--- config.mk ---
export PLATFORM = sky130hd
export DESIGN_NAME = imem_fetch_ctrl
export DESIGN_NICKNAME = d
export VERILOG_FILES = /design/src/rtl/imem_fetch_ctrl.sv
export SDC_FILE = /design/constraint.sdc
export NUM_CORES = 1
export LEC_CHECK = 0
export BUFFER_PORTS_ARGS = -buffer_cell sky130_fd_sc_hd__buf_2
export CELL_PAD_IN_SITES_DETAIL_PLACEMENT = 0
export CELL_PAD_IN_SITES_GLOBAL_PLACEMENT = 2
export CORE_MARGIN = 5
export CORE_UTILIZATION = 31
export DETAILED_ROUTE_END_ITERATION = 10
export GPL_TIMING_DRIVEN = 0
export PLACE_DENSITY_LB_ADDON = 0.2
export SLEW_MARGIN = 20
export SYNTH_ARGS = -nofsm -noshare
export SYNTH_HDL_FRONTEND = slang
export SYNTH_SLANG_ARGS = --single-unit
--- constraint.sdc ---
create_clock -name clk -period 5.95 [get_ports clk]
set_input_delay 0 -clock clk [delete_from_list [all_inputs] [get_ports clk]]
set_output_delay 0 -clock clk [all_outputs]
set_load 0.05 [all_outputs]
--- src/rtl/imem_fetch_ctrl.sv ---
// Fetch-stage controller: owns the PC, addresses the instruction ROM and fills the IF/ID register.
// Handles stall, flush and redirect, and halts with a sticky fault on a misaligned or out-of-map PC.
module imem_fetch_ctrl #(
    parameter int                   A_WIDTH   = 12,
    parameter int                   EXT_WIDTH = 32,
    parameter logic [EXT_WIDTH-1:0] RESET_PC  = '0,
    parameter logic [EXT_WIDTH-1:0] NOP_INSTR = EXT_WIDTH'(32'h00000013)
) (
    input  logic                 clk,
    input  logic                 rst,
    input  logic                 stall_i,
    input  logic                 flush_i,
    input  logic                 redirect_i,
    input  logic [EXT_WIDTH-1:0] redirect_pc_i,
    output logic [EXT_WIDTH-1:0] imem_addr_o,
    input  logic [EXT_WIDTH-1:0] imem_rd_i,
    output logic [EXT_WIDTH-1:0] instr_o,
    output logic [EXT_WIDTH-1:0] pc_o,
    output logic [EXT_WIDTH-1:0] pc_plus4_o,
    output logic                 valid_o,
    output logic                 fault_o,
    output logic [EXT_WIDTH-1:0] fault_pc_o,
    output logic [31:0]          fetch_cnt_o
);

    typedef enum logic [1:0] {
        BOOT = 2'd0,
        RUN  = 2'd1,
        HALT = 2'd2
    } state_t;

    // Highest word-aligned address inside the ROM map.
    localparam logic [EXT_WIDTH-1:0] MAX_PC = EXT_WIDTH'((64'd1 << A_WIDTH) - 64'd4);

    state_t               state;
    logic [EXT_WIDTH-1:0] pc;
    logic [EXT_WIDTH-1:0] pc_plus4;
    logic                 bad_pc;

    assign imem_addr_o = pc;
    assign pc_plus4    = pc + EXT_WIDTH'(4);
    assign bad_pc      = (pc[1:0] != 2'b00) || ((pc >> A_WIDTH) != '0) || (pc > MAX_PC);

    always_ff @(posedge clk) begin
        if (rst) begin
            state       <= BOOT;
            pc          <= RESET_PC;
            instr_o     <= NOP_INSTR;
            pc_o        <= '0;
            pc_plus4_o  <= '0;
            valid_o     <= 1'b0;
            fault_o     <= 1'b0;
            fault_pc_o  <= '0;
            fetch_cnt_o <= '0;
        end else begin
            case (state)
                BOOT: begin
                    state   <= RUN;
                    instr_o <= NOP_INSTR;
                    valid_o <= 1'b0;
                end
                RUN: begin
                    if (bad_pc) begin
                        state      <= HALT;
                        instr_o    <= NOP_INSTR;
                        valid_o    <= 1'b0;
                        fault_o    <= 1'b1;
                        fault_pc_o <= pc;
                    end else begin
                        if (redirect_i) begin
                            pc <= redirect_pc_i;
                        end else if (!stall_i) begin
                            pc <= pc_plus4;
                        end

                        // Flush beats stall; an unstalled redirect squashes the wrong-path word.
                        if (flush_i || (!stall_i && redirect_i)) begin
                            instr_o <= NOP_INSTR;
                            valid_o <= 1'b0;
                        end else if (!stall_i) begin
                            instr_o    <= imem_rd_i;
                            pc_o       <= pc;
                            pc_plus4_o <= pc_plus4;
                            valid_o    <= 1'b1;
                            if (fetch_cnt_o != 32'hFFFF_FFFF) begin
                                fetch_cnt_o <= fetch_cnt_o + 32'd1;
                            end
                        end
                    end
                end
                HALT: begin
                    instr_o <= NOP_INSTR;
                    valid_o <= 1'b0;
                end
                default: begin
                    state   <= BOOT;
                    instr_o <= NOP_INSTR;
                    valid_o <= 1'b0;
                end
            endcase
        end
    end

endmodule
==> qor.txt <==
Clock Root Buffer: clkbuf_16
Initial core utilization: 31.3%
Antenna Cells: 0
#FFs+latches synth: 194
# setup viols final: 0
HP Class: in2reg
Nets: 1,262
Critical path required time: 6.27 ns
DIE AREA: 27,500 µm²
Initial antenna violation count: 2
Post-CTS resize count: 0
Routed WL per cell: 17.2 µm
DRT iter0 DRCs: 378
Port buffer count: 260
Crit path from: imem_addr_o[1]$_SDFFE_PP0P_
Cell-internal power: 2330 µW
RR Endpoint: fetch_cnt_o[27]$_SDFFE_PP0P_
Place WS: 3.29 ns
Startpoint types: flop
Yosys cell types: 59
Nature of the critical path endpoint: flop
Skew final: 0.0154 ns
Worst-path maximum fanout: 10
Critical Path End: fetch_cnt_o[27]$_SDFFE_PP0P_
Post-synthesis cell count: 848
Vias in the first global route: 7,466
Hold Vio Cnt, Final: 0
Worst reg2reg path depth: 7
Final worst setup slack: 3.34 ns
Switching power: 1640 µW
Syn_nets: 919
Post-synth ARST share: 0%
Dpl hpwl: 19.1 mm
Worst Tran Pin Value: 0.872 ns
Cell Rows: 57
Clk_lat worst skew: 0.44 ns
Top Ports: 263
Max VDD drop: 261 µV
Max Buffers Root-to-Sink: 2
Design area: 10,500 µm²
Setup TNS: 0 ns
Most frequent cells in the layout: buf_2 (272), dfxtp_1 (194), nand2_1 (119)
Status: finished clean
Footprint of the multi-input gates: 3310 µm²
Tcrit/Tclk final: 43.9%
Max-capacitance violation count: 0
Largest net degree at the start of global routing: 20
CTS tree: yes
Core area: 24,100 µm²
CTS Buf Count: 17
Mapped Area: 7540 µm²
Number of synthesized flops with an enable pin: 0
Reg power frac: 37.8%
Register area share after synthesis: 51.5%
Final Max Tran Viols: 0
DR pass1 iterations: 5
Gr usage total: 18.6%
Fillers: 2,520
FF-to-FF setup slack: 3.34 ns
Die H: 166 µm
Logic gate share of total power: 32.6%
Final antenna-violating net count: 0
Min cycle time layout: 2.61 ns
Clk pwr share: 29.5%
Vias: 7,354
Grt ovf: 0
Synth Area per Inst: 8.89 µm²
Max_slew headroom: 41.4%
DRC: 0
Crit Path Category: reg2reg
Area delta synth->final: 38.9%
Maximum level of the CTS H-tree: 4
Routability cong.: 0.737
Fmax: 383 MHz
Vias per inst: 4.81
Die Width: 166 µm
Placement Cell Area: 9250 µm²
Clock-pin slew on the worst setup and hold paths: 0.08 ns
R2r startpoint: imem_addr_o[1]$_SDFFE_PP0P_
Overall power: 3970 µW
RSZ-0062 raised after global routing: no
Drt total wl: 26.2 mm
Ys Warns: 0
Seq. cell area: 3880 µm²
Most common cell after layout, fill and taps aside: buf_2
Share of cells above drive strength 1: 27.1%
First-pass GRT wire length: 41.9 mm
Total leakage power: 0.00469 µW
Clk sinks: 194
Hold WS: 0.0197 ns
Prevailing post-synth register cell: dfxtp_1
Sw Ratio: 41.3%
Crit path DAT: 2.93 ns
Power per Cell Area: 379 nW/µm²
[kinds of logic (layout without fill, tap and decap cells)]
kind of cell / after synthesis / after routing / share of synthesized area, %
buffers and inverters: 77 / 433 / 4.68
multiplexers: 31 / 31 / 4.13
AND/OR/NAND/NOR: 362 / 362 / 24.0
adder cells (fa/ha/maj): 2 / 2 / 0.332
AO/OA/AOI/OAI: 173 / 173 / 14.3
flip-flops: 194 / 194 / 51.5
XOR/XNOR: 9 / 9 / 1.05
[worst min-delay path by stage]
stage	endpoint	cells after the start	start
2_1_floorplan	imem_addr_o[0]$_SDFFE_PP0P_	2	redirect_pc_i[0]
4_1_cts	imem_addr_o[11]$_SDFFE_PP0P_	4	redirect_i
5_1_grt	imem_addr_o[11]$_SDFFE_PP0P_	4	redirect_i
3_5_place_dp	imem_addr_o[25]$_SDFFE_PP0P_	3	redirect_pc_i[25]
6_report	imem_addr_o[11]$_SDFFE_PP0P_	4	redirect_i
3_3_place_gp	imem_addr_o[20]$_SDFFE_PP0P_	3	redirect_pc_i[20]
[registers in the layout, summed over array words and instances, names as in the netlist]
| signal | flops |
|---|---|
| fault_pc_o | 32 |
| instr_o | 32 |
| fetch_cnt_o | 32 |
| pc_plus4_o | 30 |
| state | 2 |
| imem_addr_o | 32 |
| fault_o | 1 |
| pc_o | 32 |
| valid_o | 1 |
[stage by stage]
stage          utilization [%]  cells
2_1_floorplan                -    848
3_3_place_gp              38.4   1432
3_5_place_dp              38.4   1432
4_1_cts                   43.5   1528
5_1_grt                   43.5   1528
6_report                  43.5   1528
[critical path: stages (launching register included)]
cell     delay, ns
dfxtp_1       0.35
nor4_1        0.47
and4_1        0.25
buf_2         0.18
buf_2         0.26
nand4_1       0.32
nor3b_1       0.31
mux2_1        0.34
[synthesized netlist by cell type, types with 4 or more instances]
cell type    n  share of area (%)
a211oi_1     9               0.90
a21oi_1     91                6.0
a21oi_2      6               0.70
and3_1      53                4.4
and4_1       6               0.70
buf_2       12               0.80
buf_4        4               0.40
clkbuf_1    47                2.3
dfxtp_1    194                 51
inv_1        7               0.35
mux2i_1     30                4.0
nand2_1    119                5.9
nand2b_1     4               0.33
nand3_1     18                1.2
nand4_1     13                1.1
nor2_1      84                4.2
nor2b_1      5               0.41
nor3_1       6               0.40
nor4_1      10               0.83
o21a_1       6               0.60
o21ai_0      7               0.46
o21ai_1      5               0.33
o31ai_1     17                1.7
o32ai_1      4               0.46
o41ai_1      6               0.70
or3_1        7               0.58
or4_1       17                1.7
xnor2_1      6               0.70
[what timing repair did]
action                                  4_1_cts  5_1_grt
endpoints found under the hold margin        64        0
buffers inserted                              0        0
hold buffers                                 64        0
endpoints found under the setup margin        0        0
[power by group through the flow]
stage	clock network [µW]	registers (µW)	logic, µW
after floorplan	0	1820	572
after global placement	0	1530	1280
after detailed placement	0	1530	1280
after CTS	1200	1500	1320
after global routing	1250	1520	1410
final	1170	1500	1300
[cell type report]
class / instances / area share (%)
buffer: 70 / 3.12
sequential: 194 / 37.1
clock inverter: 14 / 1.53
clock buffer: 18 / 4.10
inverter: 7 / 0.251
timing repair buffer: 324 / 18.5
tap: 324 / 3.87
multi-input combinational: 577 / 31.5
[metal layers]
metal | track usage, % | wire, µm
met1 | 23.6 | 12000
met4 | 4.56 | 382
met2 | 31.1 | 12300
met3 | 5.62 | 1610
met5 | 0 | 21
No activity file was read; power rests on OpenSTA's default activity.
